`src/rtl/mem_stage_ctrl.sv`:
```
// mem_stage_ctrl
//   MEM pipeline stage. Takes EX results, applies the call/ret stack-pointer
//   adjustment, and runs loads/stores on an external data memory that has
//   variable latency (req/ack handshake). It registers the MEM/WB outputs and
//   stalls upstream while an access is outstanding. An optional ack timeout
//   completes a hung access with zero data and sets a sticky error flag.
//
// Ports
//   clk, rst                 clock, synchronous active-high reset
//   ex_valid ... wdata_in    EX stage instruction and control fields
//   stall                    hold EX/upstream registers this cycle
//   mem_req/we/addr/wdata    data memory request, driven only while BUSY
//   mem_ack, mem_rdata       memory completion and read data
//   wb_*                     registered MEM/WB slot
//   mem_err                  sticky flag: an access timed out
module mem_stage_ctrl #(
    parameter int DATA_W      = 16,
    parameter int REG_W       = 4,
    parameter int STACK_STEP  = 2,
    parameter int TIMEOUT_CYC = 64
) (
    input  logic              clk,
    input  logic              rst,
    input  logic              ex_valid,
    input  logic              call_in,
    input  logic              ret_future_in,
    input  logic              reg_write_in,
    input  logic              mem_to_reg_in,
    input  logic              reg_to_mem_in,
    input  logic [REG_W-1:0]  rd_in,
    input  logic [DATA_W-1:0] alu_result_in,
    input  logic [DATA_W-1:0] wdata_in,
    output logic              stall,
    output logic              mem_req,
    output logic              mem_we,
    output logic [DATA_W-1:0] mem_addr,
    output logic [DATA_W-1:0] mem_wdata,
    input  logic              mem_ack,
    input  logic [DATA_W-1:0] mem_rdata,
    output logic              wb_valid,
    output logic              wb_reg_write,
    output logic              wb_mem_to_reg,
    output logic              wb_ret_future,
    output logic [REG_W-1:0]  wb_rd,
    output logic [DATA_W-1:0] wb_alu_result,
    output logic [DATA_W-1:0] wb_rdata,
    output logic              mem_err
);

    // state | meaning
    // IDLE  | accepting EX instructions; non-memory ops pass through in 1 cycle
    // BUSY  | memory request outstanding with latched fields, waiting for ack
    localparam logic [0:0] ST_IDLE = 1'b0;
    localparam logic [0:0] ST_BUSY = 1'b1;

    localparam int CNT_W = (TIMEOUT_CYC > 0) ? $clog2(TIMEOUT_CYC + 1) : 1;
    // Timeout fires on the BUSY cycle in which the count would reach TIMEOUT_CYC.
    localparam logic [CNT_W-1:0] CNT_LAST =
        CNT_W'((TIMEOUT_CYC > 0) ? TIMEOUT_CYC - 1 : 0);
    localparam logic [DATA_W-1:0] STEP = DATA_W'(STACK_STEP);
    localparam logic              TO_EN = (TIMEOUT_CYC > 0);

    logic [0:0]        state_q, state_d;
    logic [CNT_W-1:0]  cnt_q, cnt_d;
    logic              err_q, err_d;

    logic              lat_we_q, lat_we_d;
    logic              lat_load_q, lat_load_d;
    logic [DATA_W-1:0] lat_addr_q, lat_addr_d;
    logic [DATA_W-1:0] lat_wdata_q, lat_wdata_d;
    logic [DATA_W-1:0] lat_result_q, lat_result_d;
    logic              lat_reg_write_q, lat_reg_write_d;
    logic              lat_mem_to_reg_q, lat_mem_to_reg_d;
    logic              lat_ret_q, lat_ret_d;
    logic [REG_W-1:0]  lat_rd_q, lat_rd_d;

    logic              wb_valid_q, wb_valid_d;
    logic              wb_reg_write_q, wb_reg_write_d;
    logic              wb_mem_to_reg_q, wb_mem_to_reg_d;
    logic              wb_ret_future_q, wb_ret_future_d;
    logic [REG_W-1:0]  wb_rd_q, wb_rd_d;
    logic [DATA_W-1:0] wb_alu_result_q, wb_alu_result_d;
    logic [DATA_W-1:0] wb_rdata_q, wb_rdata_d;

    logic [DATA_W-1:0] adj_result;
    logic [DATA_W-1:0] acc_addr;
    logic              access;
    logic              busy;
    logic              timeout_hit;
    logic              done;

    assign adj_result  = call_in ? (alu_result_in - STEP) : alu_result_in;
    assign acc_addr    = ret_future_in ? (alu_result_in + STEP) : alu_result_in;
    assign access      = ex_valid & (mem_to_reg_in | reg_to_mem_in);
    assign busy        = (state_q == ST_BUSY);
    // A real ack always wins over a timeout landing on the same cycle.
    assign timeout_hit = TO_EN & busy & ~mem_ack & (cnt_q == CNT_LAST);
    assign done        = busy & (mem_ack | timeout_hit);

    always_comb begin
        state_d          = state_q;
        cnt_d            = cnt_q;
        err_d            = err_q;
        lat_we_d         = lat_we_q;
        lat_load_d       = lat_load_q;
        lat_addr_d       = lat_addr_q;
        lat_wdata_d      = lat_wdata_q;
        lat_result_d     = lat_result_q;
        lat_reg_write_d  = lat_reg_write_q;
        lat_mem_to_reg_d = lat_mem_to_reg_q;
        lat_ret_d        = lat_ret_q;
        lat_rd_d         = lat_rd_q;
        wb_valid_d       = wb_valid_q;
        wb_reg_write_d   = wb_reg_write_q;
        wb_mem_to_reg_d  = wb_mem_to_reg_q;
        wb_ret_future_d  = wb_ret_future_q;
        wb_rd_d          = wb_rd_q;
        wb_alu_result_d  = wb_alu_result_q;
        wb_rdata_d       = wb_rdata_q;

        case (state_q)
            ST_IDLE: begin
                if (access) begin
                    // Store takes priority when both load and store are flagged.
                    lat_we_d         = reg_to_mem_in;
                    lat_load_d       = mem_to_reg_in & ~reg_to_mem_in;
                    lat_addr_d       = acc_addr;
                    lat_wdata_d      = wdata_in;
                    lat_result_d     = adj_result;
                    lat_reg_write_d  = reg_write_in;
                    lat_mem_to_reg_d = mem_to_reg_in;
                    lat_ret_d        = ret_future_in;
                    lat_rd_d         = rd_in;
                    cnt_d            = '0;
                    wb_valid_d       = 1'b0;
                    state_d          = ST_BUSY;
                end else if (ex_valid) begin
                    wb_valid_d      = 1'b1;
                    wb_reg_write_d  = reg_write_in;
                    wb_mem_to_reg_d = mem_to_reg_in;
                    wb_ret_future_d = ret_future_in;
                    wb_rd_d         = rd_in;
                    wb_alu_result_d = adj_result;
                    wb_rdata_d      = '0;
                end else begin
                    wb_valid_d = 1'b0;
                end
            end
            default: begin
                if (done) begin
                    wb_valid_d      = 1'b1;
                    wb_reg_write_d  = lat_reg_write_q;
                    wb_mem_to_reg_d = lat_mem_to_reg_q;
                    wb_ret_future_d = lat_ret_q;
                    wb_rd_d         = lat_rd_q;
                    wb_alu_result_d = lat_result_q;
                    wb_rdata_d      = (lat_load_q & mem_ack) ? mem_rdata : '0;
                    if (!mem_ack) begin
                        err_d = 1'b1;
                    end
                    state_d = ST_IDLE;
                end else begin
                    wb_valid_d = 1'b0;
                    if (TO_EN) begin
                        cnt_d = cnt_q + CNT_W'(1);
                    end
                end
            end
        endcase
    end

    always_ff @(posedge clk) begin
        if (rst) begin
            state_q          <= ST_IDLE;
            cnt_q            <= '0;
            err_q            <= 1'b0;
            lat_we_q         <= 1'b0;
            lat_load_q       <= 1'b0;
            lat_addr_q       <= '0;
            lat_wdata_q      <= '0;
            lat_result_q     <= '0;
            lat_reg_write_q  <= 1'b0;
            lat_mem_to_reg_q <= 1'b0;
            lat_ret_q        <= 1'b0;
            lat_rd_q         <= '0;
            wb_valid_q       <= 1'b0;
            wb_reg_write_q   <= 1'b0;
            wb_mem_to_reg_q  <= 1'b0;
            wb_ret_future_q  <= 1'b0;
            wb_rd_q          <= '0;
            wb_alu_result_q  <= '0;
            wb_rdata_q       <= '0;
        end else begin
            state_q          <= state_d;
            cnt_q            <= cnt_d;
            err_q            <= err_d;
            lat_we_q         <= lat_we_d;
            lat_load_q       <= lat_load_d;
            lat_addr_q       <= lat_addr_d;
            lat_wdata_q      <= lat_wdata_d;
            lat_result_q     <= lat_result_d;
            lat_reg_write_q  <= lat_reg_write_d;
            lat_mem_to_reg_q <= lat_mem_to_reg_d;
            lat_ret_q        <= lat_ret_d;
            lat_rd_q         <= lat_rd_d;
            wb_valid_q       <= wb_valid_d;
            wb_reg_write_q   <= wb_reg_write_d;
            wb_mem_to_reg_q  <= wb_mem_to_reg_d;
            wb_ret_future_q  <= wb_ret_future_d;
            wb_rd_q          <= wb_rd_d;
            wb_alu_result_q  <= wb_alu_result_d;
            wb_rdata_q       <= wb_rdata_d;
        end
    end

    // Held instruction is never re-accepted: stall only drops on completion.
    assign stall     = busy ? ~done : access;
    assign mem_req   = busy;
    assign mem_we    = busy & lat_we_q;
    assign mem_addr  = busy ? lat_addr_q : '0;
    assign mem_wdata = busy ? lat_wdata_q : '0;

    assign wb_valid      = wb_valid_q;
    assign wb_reg_write  = wb_reg_write_q;
    assign wb_mem_to_reg = wb_mem_to_reg_q;
    assign wb_ret_future = wb_ret_future_q;
    assign wb_rd         = wb_rd_q;
    assign wb_alu_result = wb_alu_result_q;
    assign wb_rdata      = wb_rdata_q;
    assign mem_err       = err_q;

endmodule

```
`config.mk`:
```
export PLATFORM = sky130hd
export DESIGN_NAME = mem_stage_ctrl
export DESIGN_NICKNAME = d
export VERILOG_FILES = /design/src/rtl/mem_stage_ctrl.sv
export SDC_FILE = /design/constraint.sdc
export NUM_CORES = 1
export LEC_CHECK = 0
export CAP_MARGIN = 40
export CORE_ASPECT_RATIO = 0.75
export CORE_MARGIN = 1.5
export CORE_UTILIZATION = 40
export CTS_BUF_LIST = sky130_fd_sc_hd__clkbuf_2
export DETAILED_ROUTE_END_ITERATION = 12
export PLACE_DENSITY = 0.78
export SYNTH_ARGS = -nofsm -noshare
export SYNTH_HDL_FRONTEND = slang
export SYNTH_SLANG_ARGS = --single-unit
```
`constraint.sdc`:
```
create_clock -name clk -period 1.8 [get_ports clk]
set_clock_uncertainty 0.2 [all_clocks]
set_input_delay 0.18 -clock clk [delete_from_list [all_inputs] [get_ports clk]]
set_output_delay 0.18 -clock clk [all_outputs]
set_load 0.03 [all_outputs]
```
==> results.toml <==
[synthesis]
netlist_top_cells_count = "dfxtp_1, nand2_1, a21oi_1"
ys_seq_area_share_pct = 43.7
synth_area_leaders = "dfxtp_1, a21oi_1, nand2_1"
synth_top_area_share_pct = 43.7
synthAdderAreaFrac_pct = 0.781
synth.avg_cell_area_um2 = 8.67
synth_mux_area_share_pct = 1.90
synth_ff_type = "dfxtp_1"
syn_area_mm2 = 0.00481
yosysWarnings = 0
synth_top_area_cell = "dfxtp_1"
ys_types = 55
synth_xor_area_share_pct = 4.01
synthCells = 554
synth-simple-area-share_pct = 24.4
yosysMostFrequentCell = "dfxtp_1"
synth_edf_count = 0
ys_ff_latch = 105
synth_top_family_by_area = "simple AND/OR/NAND/NOR gates"
syn-num-nets = 618
async_reset_ff_share_pct = 0
synth_compound_area_share_pct = 19.1

[timing]
final_hold_viol_count = 0
rsz0062_at_grt = "yes"
period_share_pct = 122
whs_ps = 42.4
worstMarginPinSlew_ps = 442
fin_ws_ps = -390
maxSlewHeadroom_pct = 70.2
fmax_mhz = 457
report.final.slew_viol_count = 0
setup_viol = 77
finalCriticalPeriod_ps = 2190

[cells_and_area]
multi_input_area_mm2 = 0.00276
fill_cells = 832
syn_to_final_growth_pct = 70.2
fin_nets = 870
drive_gt1_share_pct = 36.6
seq_area_mm2 = 0.00211
diodes = 0

[die]
dieArea_mm2 = 0.0127
die_x_um = 130
rows = 34
num_io_pins = 137
fp.dieH_um = 97.9
start_util_pct = 41.2
core_mm2 = 0.0117

[clock_network]
cts_buffers = 9
clk_latency_ps = 610
htree_levels = 3
cts_sinks = 105
clockBufferDepth = 2
cts-root-buf = "clkbuf_2"
tritoncts = "done"
clkTransAtPathRegs_ps = 300

[pwr]
p_leak_nw = 3.27
finalPower_mw = 5.39
p_seq_share_pct = 47.6
switching_power_mw = 1.68
power_switching_share_pct = 31.2
p_clk_share_pct = 24.5
power_density_mw_per_mm2 = 659
p_comb_share_pct = 27.9
ir_worst_vdd_uv = 372
p_int_mw = 3.71

[place]
place.gp.congestion = 0.877
dp_slack_ps = -395
portBuffers = 136
dpl.hpwl_um = 10400

[detailed_routing]
dr.max_layer_used = "met4"
post_drt_wl_per_cell_um = 18.2
ant_nets = 0
vias_per_cell = 5.42
num_vias = 5271
first_pass_iters = 7
wl_um = 17700
routed-wl-met2_um = 8450
drcViolationCount = 0
drt_iter0_drc = 379
route.met3.wl_um = 1160
wl_met1_um = 7630

[setup_path]
worst_setup_path_start_kind = "flip-flop"
crit_type = "reg -> out"
cp_max_fo = 2
worstPathArrival_ps = 1810
cp-end-kind = "output pin"
required_ps = 1420

[global_routing]
gr-usage-all-layers_pct = 25.7
grt_pass1_wl_um = 25900
antenna_found_initial = 0
grt_max_degree = 37
gr-total-overflow = 0
grt_pass1_vias = 5120

[job]
maxCapViolCount = 0

[hold_path]
min_path_type = "in -> reg"

[outcome]
status = "finished, violations left"
violations = "negative setup slack"
## stage by stage
| stage | instances | util, % | instance area [µm²] | TNS (ps) |
|---|---|---|---|---|
| 2_1_floorplan | 554 | - | 4820 | -176 |
| 3_3_place_gp | 886 | 58.4 | 6800 | -14010 |
| 3_5_place_dp | 886 | 58.4 | 6800 | -18770 |
| 4_1_cts | 959 | 67.9 | 7920 | -8560 |
| 5_1_grt | 973 | 70.2 | 8180 | -14720 |
| 6_report | 973 | 70.2 | 8180 | -10850 |
## metal layers
layer	vias up	track usage, %
li1	2483	-
met1	2517	33.2
met2	228	41.6
met3	43	6.68
met4	0	9.15
met5	-	0
## layout make-up
| type | count | share of cell area, % |
|---|---|---|
| clock buffers | 9 | 0.551 |
| multi-input cells | 389 | 33.8 |
| inverters | 9 | 0.413 |
| repair buffers | 292 | 35.7 |
| clock inverters | 7 | 1.24 |
| well taps | 162 | 2.48 |
| flip-flops and latches | 105 | 25.9 |
## worst paths after layout
kind	endpoint	slack, ps	cells past startpoint	startpoint
setup reg to reg	cnt_q[3]$_SDFFE_PP0P_	-190	6	cnt_q[1]$_SDFFE_PP0P_
setup / recovery	stall	-390	6	cnt_q[1]$_SDFFE_PP0P_
hold / removal	lat_addr_q[15]$_SDFFE_PP0P_	40	3	alu_result_in[15]
hold reg to reg	lat_result_q[2]$_SDFFE_PP0P_	270	2	lat_result_q[2]$_SDFFE_PP0P_
## worst max-delay path, stage by stage, from the launching register on
cell     delay, ps
dfxtp_2        440
ha_4           160
nand2_4         60
o31ai_4        200
buf_6          140
nand2_4         50
buf_6          150
## logic make-up (layout without fill, tap and decap cells)
logic type               Yosys count  count (layout)
AND/OR/NAND/NOR                  219             219
AO/OA/AOI/OAI                    136             136
flip-flops                       105             105
buffers and inverters             60             317
XOR/XNOR                          22              22
multiplexers                       9               9
adder cells (fa/ha/maj)            3               3
## timing repair
action / CTS / global route
gates cloned: 4 / 6
gates resized for setup: 178 / 96
endpoints found under the setup margin: 111 / 117
hold endpoints to repair: 83 / 0
pin swaps: 19 / 46
buffers inserted: 14 / 16
hold buffers: 39 / 0
## power by group through the flow
stage	logic, mW	clock network, mW	registers (mW)
global route	1.59	1.43	2.59
floorplan	0.502	0	2.67
detailed placement	1.15	0	2.60
finish	1.50	1.32	2.57
global placement	1.12	0	2.59
CTS	1.36	1.33	2.56
## cell usage in the layout, fill, tap and decap left out, types with 4 or more instances in the layout
cell type / synthesis / final
xor2_1: 16 / 16
dfxtp_1: 105 / 97
clkbuf_16: 0 / 5
mux2i_1: 8 / 8
a211oi_1: 30 / 24
buf_12: 0 / 16
nand4b_1: 10 / 10
nand3_2: 0 / 5
dlygate4sd3_1: 0 / 39
o2111ai_2: 0 / 4
clkdlybuf4s50_1: 0 / 59
o21ai_2: 0 / 5
o221ai_2: 0 / 8
inv_1: 9 / 9
a21oi_2: 0 / 5
dfxtp_2: 0 / 7
a21oi_1: 52 / 46
and2_4: 0 / 33
clkbuf_2: 1 / 39
clkdlybuf4s15_2: 0 / 7
xnor2_1: 6 / 6
nand2_1: 62 / 60
nand4_1: 12 / 12
buf_6: 2 / 44
nand3_1: 13 / 8
a22o_1: 16 / 16
clkdlybuf4s15_1: 0 / 4
a211oi_2: 0 / 6
a311oi_1: 5 / 5
nor2_1: 35 / 35
buf_4: 1 / 82
nand2b_1: 13 / 13
nor3_1: 12 / 11
Power figures use the tool's default switching activity.
